**src/rtl/ff_exc_pkg.sv**
```systemverilog
// Shared definitions for the flip-flop exciter.
// Holds the FSM state encoding, the bit positions of the per-flip-flop
// mismatch flags, the mismatch counter width and a saturating-increment helper.
package ff_exc_pkg;

    typedef enum logic [1:0] {
        StIdle,
        StDrive,
        StCheck
    } state_e;

    // err bit positions: {jk, sr, d, t}
    localparam int unsigned ErrW  = 4;
    localparam int unsigned ErrJk = 3;
    localparam int unsigned ErrSr = 2;
    localparam int unsigned ErrD  = 1;
    localparam int unsigned ErrT  = 0;

    localparam int unsigned CntW = 8;
    localparam logic [CntW-1:0] CntMax = '1;

    function automatic logic [CntW-1:0] sat_inc(input logic [CntW-1:0] v);
        return (v == CntMax) ? v : v + {{(CntW-1){1'b0}}, 1'b1};
    endfunction

endpackage

```
**src/rtl/ff_exc_encode.sv**
```systemverilog
// Combinational excitation table for JK, SR, D and T flip-flops.
// Ports:
//   q_jk, q_sr, q_d, q_t : current state of each driven flip-flop
//   tgt                  : desired next state
//   j, k, s, r, d, t     : excitation needed to reach tgt from each own q
// SR never produces s=r=1: a set is only requested from 0, a reset only from 1.
module ff_exc_encode (
    input  logic q_jk,
    input  logic q_sr,
    input  logic q_d,
    input  logic q_t,
    input  logic tgt,
    output logic j,
    output logic k,
    output logic s,
    output logic r,
    output logic d,
    output logic t
);

    // q_d is irrelevant to a D flip-flop's excitation; kept for a uniform interface.
    logic unused_q_d;
    assign unused_q_d = q_d;

    always_comb begin
        j = ~q_jk & tgt;
        k = q_jk & ~tgt;
        s = ~q_sr & tgt;
        r = q_sr & ~tgt;
        d = tgt;
        t = q_t ^ tgt;
    end

endmodule

```
**src/rtl/ff_exciter.sv**
```systemverilog
// Flip-flop exciter: accepts a target next state, drives the excitation that
// moves external JK/SR/D/T flip-flops to it, then checks their feedback.
// Ports:
//   clk, rst            : clock, asynchronous active-low reset
//   tgt_valid/tgt_ready : target handshake, one target per three cycles
//   tgt                 : desired next state for all four flip-flops
//   q_jk,q_sr,q_d,q_t   : flip-flop feedback
//   j,k,s,r,d,t         : registered excitation outputs
//   done, err           : one-cycle completion pulse, per-FF mismatch {jk,sr,d,t}
//   clr_cnt, mis_cnt    : synchronous clear, saturating count of failed checks
module ff_exciter
    import ff_exc_pkg::*;
(
    input  logic            clk,
    input  logic            rst,
    input  logic            tgt_valid,
    input  logic            tgt,
    output logic            tgt_ready,
    input  logic            q_jk,
    input  logic            q_sr,
    input  logic            q_d,
    input  logic            q_t,
    output logic            j,
    output logic            k,
    output logic            s,
    output logic            r,
    output logic            d,
    output logic            t,
    output logic            done,
    output logic [ErrW-1:0] err,
    input  logic            clr_cnt,
    output logic [CntW-1:0] mis_cnt
);

    state_e          state;
    logic            tgt_lat;
    logic            j_n, k_n, s_n, r_n, d_n, t_n;
    logic [ErrW-1:0] err_n;

    ff_exc_encode u_encode (
        .q_jk (q_jk),
        .q_sr (q_sr),
        .q_d  (q_d),
        .q_t  (q_t),
        .tgt  (tgt),
        .j    (j_n),
        .k    (k_n),
        .s    (s_n),
        .r    (r_n),
        .d    (d_n),
        .t    (t_n)
    );

    always_comb begin
        err_n        = '0;
        err_n[ErrJk] = (q_jk != tgt_lat);
        err_n[ErrSr] = (q_sr != tgt_lat);
        err_n[ErrD]  = (q_d != tgt_lat);
        err_n[ErrT]  = (q_t != tgt_lat);
    end

    assign tgt_ready = (state == StIdle);

    always_ff @(posedge clk or negedge rst) begin
        if (!rst) begin
            state   <= StIdle;
            tgt_lat <= 1'b0;
            j       <= 1'b0;
            k       <= 1'b0;
            s       <= 1'b0;
            r       <= 1'b0;
            d       <= 1'b0;
            t       <= 1'b0;
            done    <= 1'b0;
            err     <= '0;
        end else begin
            done <= 1'b0;
            unique case (state)
                StIdle: begin
                    if (tgt_valid) begin
                        j       <= j_n;
                        k       <= k_n;
                        s       <= s_n;
                        r       <= r_n;
                        d       <= d_n;
                        t       <= t_n;
                        tgt_lat <= tgt;
                        state   <= StDrive;
                    end
                end
                StDrive: begin
                    // Return to hold excitation; d keeps the target so the D FF stays put.
                    j     <= 1'b0;
                    k     <= 1'b0;
                    s     <= 1'b0;
                    r     <= 1'b0;
                    t     <= 1'b0;
                    state <= StCheck;
                end
                StCheck: begin
                    err   <= err_n;
                    done  <= 1'b1;
                    state <= StIdle;
                end
                default: state <= StIdle;
            endcase
        end
    end

    // Counts on the same edge that raises done, so mis_cnt is current while done is high.
    always_ff @(posedge clk or negedge rst) begin
        if (!rst) begin
            mis_cnt <= '0;
        end else if (clr_cnt) begin
            mis_cnt <= '0;
        end else if (state == StCheck && err_n != '0) begin
            mis_cnt <= sat_inc(mis_cnt);
        end
    end

endmodule
```
**config.mk**
```make
export PLATFORM = sky130hd
export DESIGN_NAME = ff_exciter
export DESIGN_NICKNAME = d
export VERILOG_FILES = /design/src/rtl/ff_exc_pkg.sv /design/src/rtl/ff_exc_encode.sv /design/src/rtl/ff_exciter.sv
export SDC_FILE = /design/constraint.sdc
export NUM_CORES = 1
export LEC_CHECK = 0
export CAP_MARGIN = 20
export CORE_ASPECT_RATIO = 1.75
export CORE_MARGIN = 2
export CORE_UTILIZATION = 47
export DETAILED_ROUTE_END_ITERATION = 10
export PLACE_DENSITY = 0.78
export SYNTH_ARGS = -nofsm -noshare
export SYNTH_HDL_FRONTEND = slang
export SYNTH_SLANG_ARGS = --single-unit
```
**constraint.sdc**
```tcl
create_clock -name clk -period 2.3 [get_ports clk]
set_clock_uncertainty 0.2 [all_clocks]
set_input_delay 0.69 -clock clk [delete_from_list [all_inputs] [get_ports clk]]
set_output_delay 0.69 -clock clk [all_outputs]
set_load 0.005 [all_outputs]
```
==> flow_summary_export.csv, run 1 <==
group,metric,value,unit
run_status,status,"complete, no violations",
worst_setup_path,crit_slowest_cell,"or4_4",
synth,synth_largest_type_area_fraction,48.7,%
route,antenna_violating_nets_post_route,0,
place,i_o_buffers,28,
layout,core_utilization_of_the_finished_layout,65.3,%
synth,synth_largest_area_cell,"dfrtp_1",
job,maxCapViolCount,0,
clock_network,clock_insertion_delay_worst_skew,0.26,ns
synth,count_of_different_cell_masters_after_synthesis,33,
route,dr_pass1_iterations,5,
synth,postSynthRegisterBits,21,
timing,post-route-min-period,2.23,ns
worst_setup_path,path_max_fanout,6,
clock_network,tritoncts.num_buffers,3,
worst_setup_path,slowest_delay,0.53,ns
hold_path,timing.hold.worst.class,"flip-flop to flip-flop",
synth,yosys-top-cells-area,"dfrtp_1 (49%), o21ai_0 (4.6%), xnor2_1 (4.1%)",
grt,maximum_number_of_pins_on_one_net_before_global_route_repair,22,
grt,via_count_of_the_first_global_routing_pass,934,
clock_network,clk_tree_root_cell,"clkbuf_8",
synth,postSynthNetCount,116,
clock_network,cts_tree,"yes",
floorplanning,initial_utilization,48.1,%
grt,grt_antenna_before_repair,0,
clock_network,htree_num_levels,1,
clock_network,clockBufferDepth,2,
synth,synthesis.area_per_instance,10.2,µm²
worst_setup_path,setup.worst_path.end_class,"flip-flop",
timing,layout_worst_path_cycle_share,96.9,%
place,place_congestion,0.685,
timing,final_hold_viol_count,0,
floorplanning,die_width,40.2,µm
worst_setup_path,required,2.25,ns
timing,max_freq,449,MHz
worst_setup_path,timing_worst_setup_path_type,"primary input to flip-flop",
route,wl_per_cell,14.1,µm
timing,setup_violations,0,
place,pre_cts_slack,-0.406,ns
clock_network,cts_sinks,21,
power,power_per_cell_area,680,nW/µm²
grt,global_route_wire_length_before_repair,3870,µm
worst_setup_path,cp_cell_sequence,"dlygate4sd2_1, or4_4, mux2i_4, nor4_1, mux2_4",
timing,grt_setup_unrepaired,"no",
timing,max-slew-margin-rel,58.5,%
layout,final_nets,152,
place,hpwl,1800,µm
clock_network,cts_hold_repair.buffers,0,
synth,post_synth_instance_area,1080,µm²
timing,pin_slew_with_the_least_headroom_to_its_limit,0.619,ns
worst_setup_path,start_kind,"primary input",
layout,antenna_cells_inserted,0,
timing,final.setup.worst_slack,0.0721,ns
layout,p_r_area_growth_vs_syn,35.7,%
floorplanning,die_height,67.4,µm
layout,drive_gt1_share,16.3,%
synth,sequential_cell_area_fraction_in_the_yosys_report,48.7,%
route,violation_count_after_the_first_detailed_route_iteration,21,
synth,postSynthCellCount,106,
synth,yosysWarnings,0,
floorplanning,coreArea,2240,µm²
worst_setup_path,worst_ep_arrival_time,2.18,ns
grt,grt_util_all_layers,20.7,%
route,detail_route.vias_per_cell,5.51,
power,power_leakage,0.632,nW
clock_network,post_cts_buffers,0,
route,finalWirelength,2340,µm
timing,drv_slew,0,
grt,globalRouteOverflowTotal,0,
power,power.ir.vdd_worst,481,µV
route,drc,0,
clock_network,path_clk_slew,0.08,ns
floorplanning,dieArea,2710,µm²
timing,finalSetupTns,0,ns
route,via_count,915,
floorplanning,design.portCount,29,
floorplanning,rows,23,
[logic make-up (layout without fill, tap and decap cells)]
kind of cell    Yosys count  after routing  synth area share, %
flops                    21             21                 48.7
fa+ha+maj                 1              1                 1.16
compound gates           19             19                 10.8
simple gates             43             43                 22.7
xor+xnor                  5              5                 4.06
buf+inv                  12             47                 5.68
mux                       5              5                 6.95
[critical path, delay by kind of cell]
family,cells,cell delay (ns)
AND/OR/NAND/NOR,2,0.66
multiplexers,2,0.56
buffers and inverters,1,0.26
[final cells by class]
cell class                      count  area [µm²]
Timing Repair Buffer               37         343
Sequential cell                    21         526
Multi-Input combinational cell     73         497
Tap cell                           25        31.3
Clock buffer                        3        41.3
Fill cell                         194         779
Clock inverter                      1        5.00
Inverter                            6        22.5
[cells in the mapped netlist]
| master | count |
|---|---|
| or4b_2 | 1 |
| o31a_1 | 1 |
| a31o_1 | 1 |
| nor3b_1 | 1 |
| nand2b_1 | 6 |
| or3_1 | 1 |
| a21oi_1 | 3 |
| dfrtp_1 | 21 |
| buf_6 | 2 |
| buf_2 | 1 |
| or4_1 | 1 |
| nor2_1 | 5 |
| o21ai_0 | 10 |
| inv_1 | 6 |
| nor3_1 | 1 |
| nor3_2 | 2 |
| o21a_1 | 1 |
| clkbuf_1 | 2 |
| o41ai_1 | 1 |
| o311a_1 | 1 |
| nand3_1 | 7 |
| nor2b_1 | 2 |
| o31ai_1 | 1 |
| mux2i_4 | 1 |
| mux2_4 | 2 |
| nand2_1 | 8 |
| mux2_2 | 2 |
| nor4_1 | 4 |
| xnor2_1 | 5 |
| buf_1 | 1 |
| or4_4 | 1 |
| ha_1 | 1 |
| nand4_1 | 3 |
[layout by cell type (no fill, tap or decap), types with 3 or more instances in the layout]
| cell | n |
|---|---|
| clkbuf_8 | 3 |
| nand2_1 | 8 |
| o21ai_0 | 10 |
| nand3_1 | 7 |
| dlygate4sd2_1 | 4 |
| clkdlybuf4s50_1 | 24 |
| xnor2_1 | 5 |
| buf_4 | 9 |
| nor4_1 | 4 |
| nand4_1 | 3 |
| dfrtp_1 | 21 |
| nand2b_1 | 6 |
| inv_1 | 6 |
| nor2_1 | 5 |
[power by group]
group          total, mW  switching [mW]  internal [mW]
logic              0.282           0.109          0.173
clock network      0.239           0.118          0.121
registers          0.476          0.0443          0.431
total              0.997           0.272          0.725
[metrics by stage]
step	hold WS [ns]	cell area, µm²	std cells	total power [mW]
final	0.279	1470	166	0.997
after CTS	0.287	1470	166	1.01
after floorplan	0.194	1080	106	0.599
after detailed placement	0.270	1420	162	0.772
after global placement	0.266	1420	162	0.763
after global routing	0.333	1470	166	1.06
[state kept, by name (all words and copies together) (netlist names)]
register / flops
j: 1
r: 1
state: 2
t: 1
s: 1
mis_cnt: 8
done: 1
err: 4
tgt_lat: 1
k: 1
[final timing paths]
| check | startpoint | end | slack [ns] | depth (start not counted) |
|---|---|---|---|---|
| max | q_t | mis_cnt[7]$_DFFE_PN0P_ | 0.07 | 5 |
| min | err[2]$_DFFE_PN0P_ | err[2]$_DFFE_PN0P_ | 0.28 | 2 |
| max reg2reg | mis_cnt[0]$_DFFE_PN0P_ | mis_cnt[3]$_DFFE_PN0P_ | 0.21 | 5 |
| min reg2reg | err[2]$_DFFE_PN0P_ | err[2]$_DFFE_PN0P_ | 0.28 | 2 |
| max in group asynchronous | rst | mis_cnt[3]$_DFFE_PN0P_ | 1.12 | 2 |
| min in group asynchronous | rst | mis_cnt[2]$_DFFE_PN0P_ | 0.57 | 2 |
[timing repair]
item                                   in CTS  in global routing
setup endpoints to repair                   8                  0
endpoints found under the hold margin       0                  0
gates resized for setup                     5                  0
[per-layer routing]
| metal | track usage [%] | share of wire (%) | wire [µm] |
|---|---|---|---|
| met1 | 21.2 | 36 | 845 |
| met2 | 37.5 | 55 | 1290 |
| met3 | 5.92 | 6.5 | 151 |
| met4 | 7.08 | 2.1 | 48 |
| met5 | 0 | 0 | 0 |
No activity file was read; power rests on OpenSTA's default activity.
==> run 2: changes to the inputs <==
ABC_CLOCK_PERIOD_IN_PS = 2300   (was not set)
CORE_MARGIN = not set   (was 2)
==> run 2 against run 1 <==
Wire length rose by 2.7%; via count fell by 0.98%; hold slack improved by 0.013 ns; sequential share of layout area rose by 0.15 points; register-to-register slack got worse by 0.05 ns; critical path depth fell by 4; sequential power rose by 0.8%; die area fell by 7.8%; final cell count did not move; core utilization rose by 3.7 points; sequential cell count did not move; fmax rose by 1.2%; largest cell class unchanged; largest power group unchanged.
==> flow_summary_export.csv, run 2 (synthesis results as in run 1) <==
group,metric,value,unit
worst_setup_path,cp_cell_sequence,"clkdlybuf4s50_1",
grt,globalRouteOverflowTotal,0,
worst_setup_path,worst_ep_arrival_time,1.31,ns
worst_setup_path,slowest_delay,0.54,ns
floorplanning,initial_utilization,50.9,%
route,detail_route.vias_per_cell,5.46,
job,maxCapViolCount,0,
layout,most_frequent_standard_cell_in_the_layout_excluding_fill_and_tap_cells,"clkdlybuf4s50_1",
place,place_congestion,0.764,
power,switching_part_of_the_total_power,28.8,%
timing,pin_slew_with_the_least_headroom_to_its_limit,0.610,ns
layout,largest_register_ff_count,8,
place,pre_cts_slack,-0.407,ns
place,placedInstanceArea,1420,µm²
power,power_per_cell_area,646,nW/µm²
worst_setup_path,ff2ff_setup_slack,0.16,ns
grt,global_route_wire_length_before_repair,3970,µm
layout,final_design_area_no_fill,1460,µm²
floorplanning,design.portCount,29,
grt,grt_antenna_before_repair,0,
route,dr_pass1_iterations,4,
power,power.ir.vdd_worst,444,µV
worst_setup_path,critPathCapture,"mis_cnt[0]",
worst_setup_path,start_kind,"flip-flop",
layout,layout.cells.most_common_list,"clkdlybuf4s50_1 (23), dfrtp_1 (20), o21ai_0 (10), buf_4 (10), nand2_1 (8)",
layout,reg.largest.list,"mis_cnt x8, err x4, state x2",
timing,finalSetupTns,0,ns
worst_setup_path,path_delay_family,"buffers and inverters",
layout,antenna_cells_inserted,0,
clock_network,clock_insertion_delay_worst_skew,0.31,ns
grt,maximum_number_of_pins_on_one_net_before_global_route_repair,22,
route,wl_per_cell,14.5,µm
timing,max_freq,454,MHz
clock_network,path_clk_slew,0.11,ns
layout,layout_filler_cell_count,178,
timing,post-route-min-period,2.20,ns
power,sequentialPowerShare,50.8,%
worst_setup_path,timing.critical_path.from,"mis_cnt[0]$_DFFE_PN0P_",
route,violation_count_after_the_first_detailed_route_iteration,16,
clock_network,cts_hold_repair.buffers,0,
worst_setup_path,path_max_fanout,6,
place,placedCellCount,161,
run_status,status,"complete, no violations",
clock_network,clk_tree_root_cell,"clkbuf_4",
power,power.net_switching,0.272,mW
floorplanning,coreArea,2120,µm²
timing,layout_worst_path_cycle_share,95.7,%
clock_network,cts_tree,"yes",
place,i_o_buffers,28,
hold_path,timing.hold.worst.class,"flip-flop to flip-flop",
power,share_comb_of_total_power,30.1,%
route,via_count,906,
worst_setup_path,crit_buf_inv,1,
worst_setup_path,reg2reg_to,"mis_cnt[5]$_DFFE_PN0P_",
layout,regMostFlops,"mis_cnt",
floorplanning,dieArea,2500,µm²
clock_network,cts_sinks,21,
worst_setup_path,setup.worst_path.end_class,"primary output",
worst_setup_path,worstReg2RegStart,"mis_cnt[0]$_DFFE_PN0P_",
route,antenna_violating_nets_post_route,0,
floorplanning,die_width,38.2,µm
worst_setup_path,required,1.41,ns
floorplanning,rows,22,
route,finalWirelength,2400,µm
layout,final_nets,153,
layout,p_r_area_growth_vs_syn,35.5,%
layout,drive_gt1_share,18.3,%
power,power_leakage,0.645,nW
place,hpwl,1900,µm
timing,final.setup.worst_slack,0.0995,ns
power,internal_power,0.672,mW
worst_setup_path,crit_slowest_cell,"clkdlybuf4s50_1",
worst_setup_path,timing_worst_setup_path_type,"flip-flop to primary output",
route,drc,0,
worst_setup_path,worstRegToRegCells,5,
floorplanning,die_height,65.4,µm
timing,setup_violations,0,
grt,via_count_of_the_first_global_routing_pass,967,
layout,layoutNonFillerInstCount,166,
clock_network,clockBufferDepth,2,
timing,grt_setup_unrepaired,"no",
timing,drv_slew,0,
timing,max-slew-margin-rel,59.1,%
power,power.share.clock,19.0,%
timing,final_hold_viol_count,0,
clock_network,htree_num_levels,1,
worst_setup_path,critical_path_depth,1,
clock_network,tritoncts.num_buffers,3,
grt,grt_util_all_layers,22.1,%
-- run 2: metal layers --
layer | vias to the layer above | global-route usage (%) | wire length (µm)
met3 | 4 | 2.70 | 84
met4 | 0 | 8.04 | 26
met2 | 25 | 44.1 | 1470
met5 | - | 0 | 0
met1 | 435 | 20.6 | 820
li1 | 442 | - | -
-- run 2: layout make-up --
class	instances	area [µm²]	area share, %
Timing Repair Buffer	38	357	24.4
Inverter	6	22.5	1.54
Tap cell	24	30.0	2.05
Sequential cell	21	527	36.0
Clock buffer	3	22.5	1.54
Multi-Input combinational cell	73	499	34.1
Clock inverter	1	5.00	0.342
-- run 2: power by group through the flow --
stage / clock (mW) / sequential, mW / combinational [mW]
5_1_grt: 0.195 / 0.487 / 0.315
4_1_cts: 0.184 / 0.478 / 0.287
2_1_floorplan: 0 / 0.478 / 0.121
6_report: 0.180 / 0.480 / 0.284
3_3_place_gp: 0 / 0.482 / 0.280
3_5_place_dp: 0 / 0.484 / 0.288
-- run 2: how the worst min path moves through the flow --
| stage | startpoint | to | depth (start not counted) |
|---|---|---|---|
| finish | err[0]$_DFFE_PN0P_ | err[0]$_DFFE_PN0P_ | 2 |
| global route | err[2]$_DFFE_PN0P_ | err[2]$_DFFE_PN0P_ | 2 |
| CTS | err[0]$_DFFE_PN0P_ | err[0]$_DFFE_PN0P_ | 2 |
| detailed placement | err[0]$_DFFE_PN0P_ | err[0]$_DFFE_PN0P_ | 2 |
| global placement | err[2]$_DFFE_PN0P_ | err[2]$_DFFE_PN0P_ | 2 |
| floorplan | rst | done$_DFF_PN0_ | 0 |
-- run 2: per-stage QoR --
step                hold WS (ns)  total power, mW  util [%]
floorplan                  0.194            0.599         -
global placement           0.266            0.762      66.9
detailed placement         0.272            0.772      66.9
CTS                        0.298            0.949      68.2
global route               0.327            0.997      69.0
finish                     0.292            0.944      69.0
-- run 2: repair_timing --
item	in CTS	in global routing
setup endpoints to repair	8	10
pin swaps	1	0
endpoints found under the hold margin	0	0
setup buffers	0	1
gates resized for setup	4	4
==> run 3: changes to the inputs <==
CTS_CLUSTER_DIAMETER = 40   (was not set)
==> results of run 3 <==
Same layout as run 2: the final DEF is identical, and so are final timing and power.
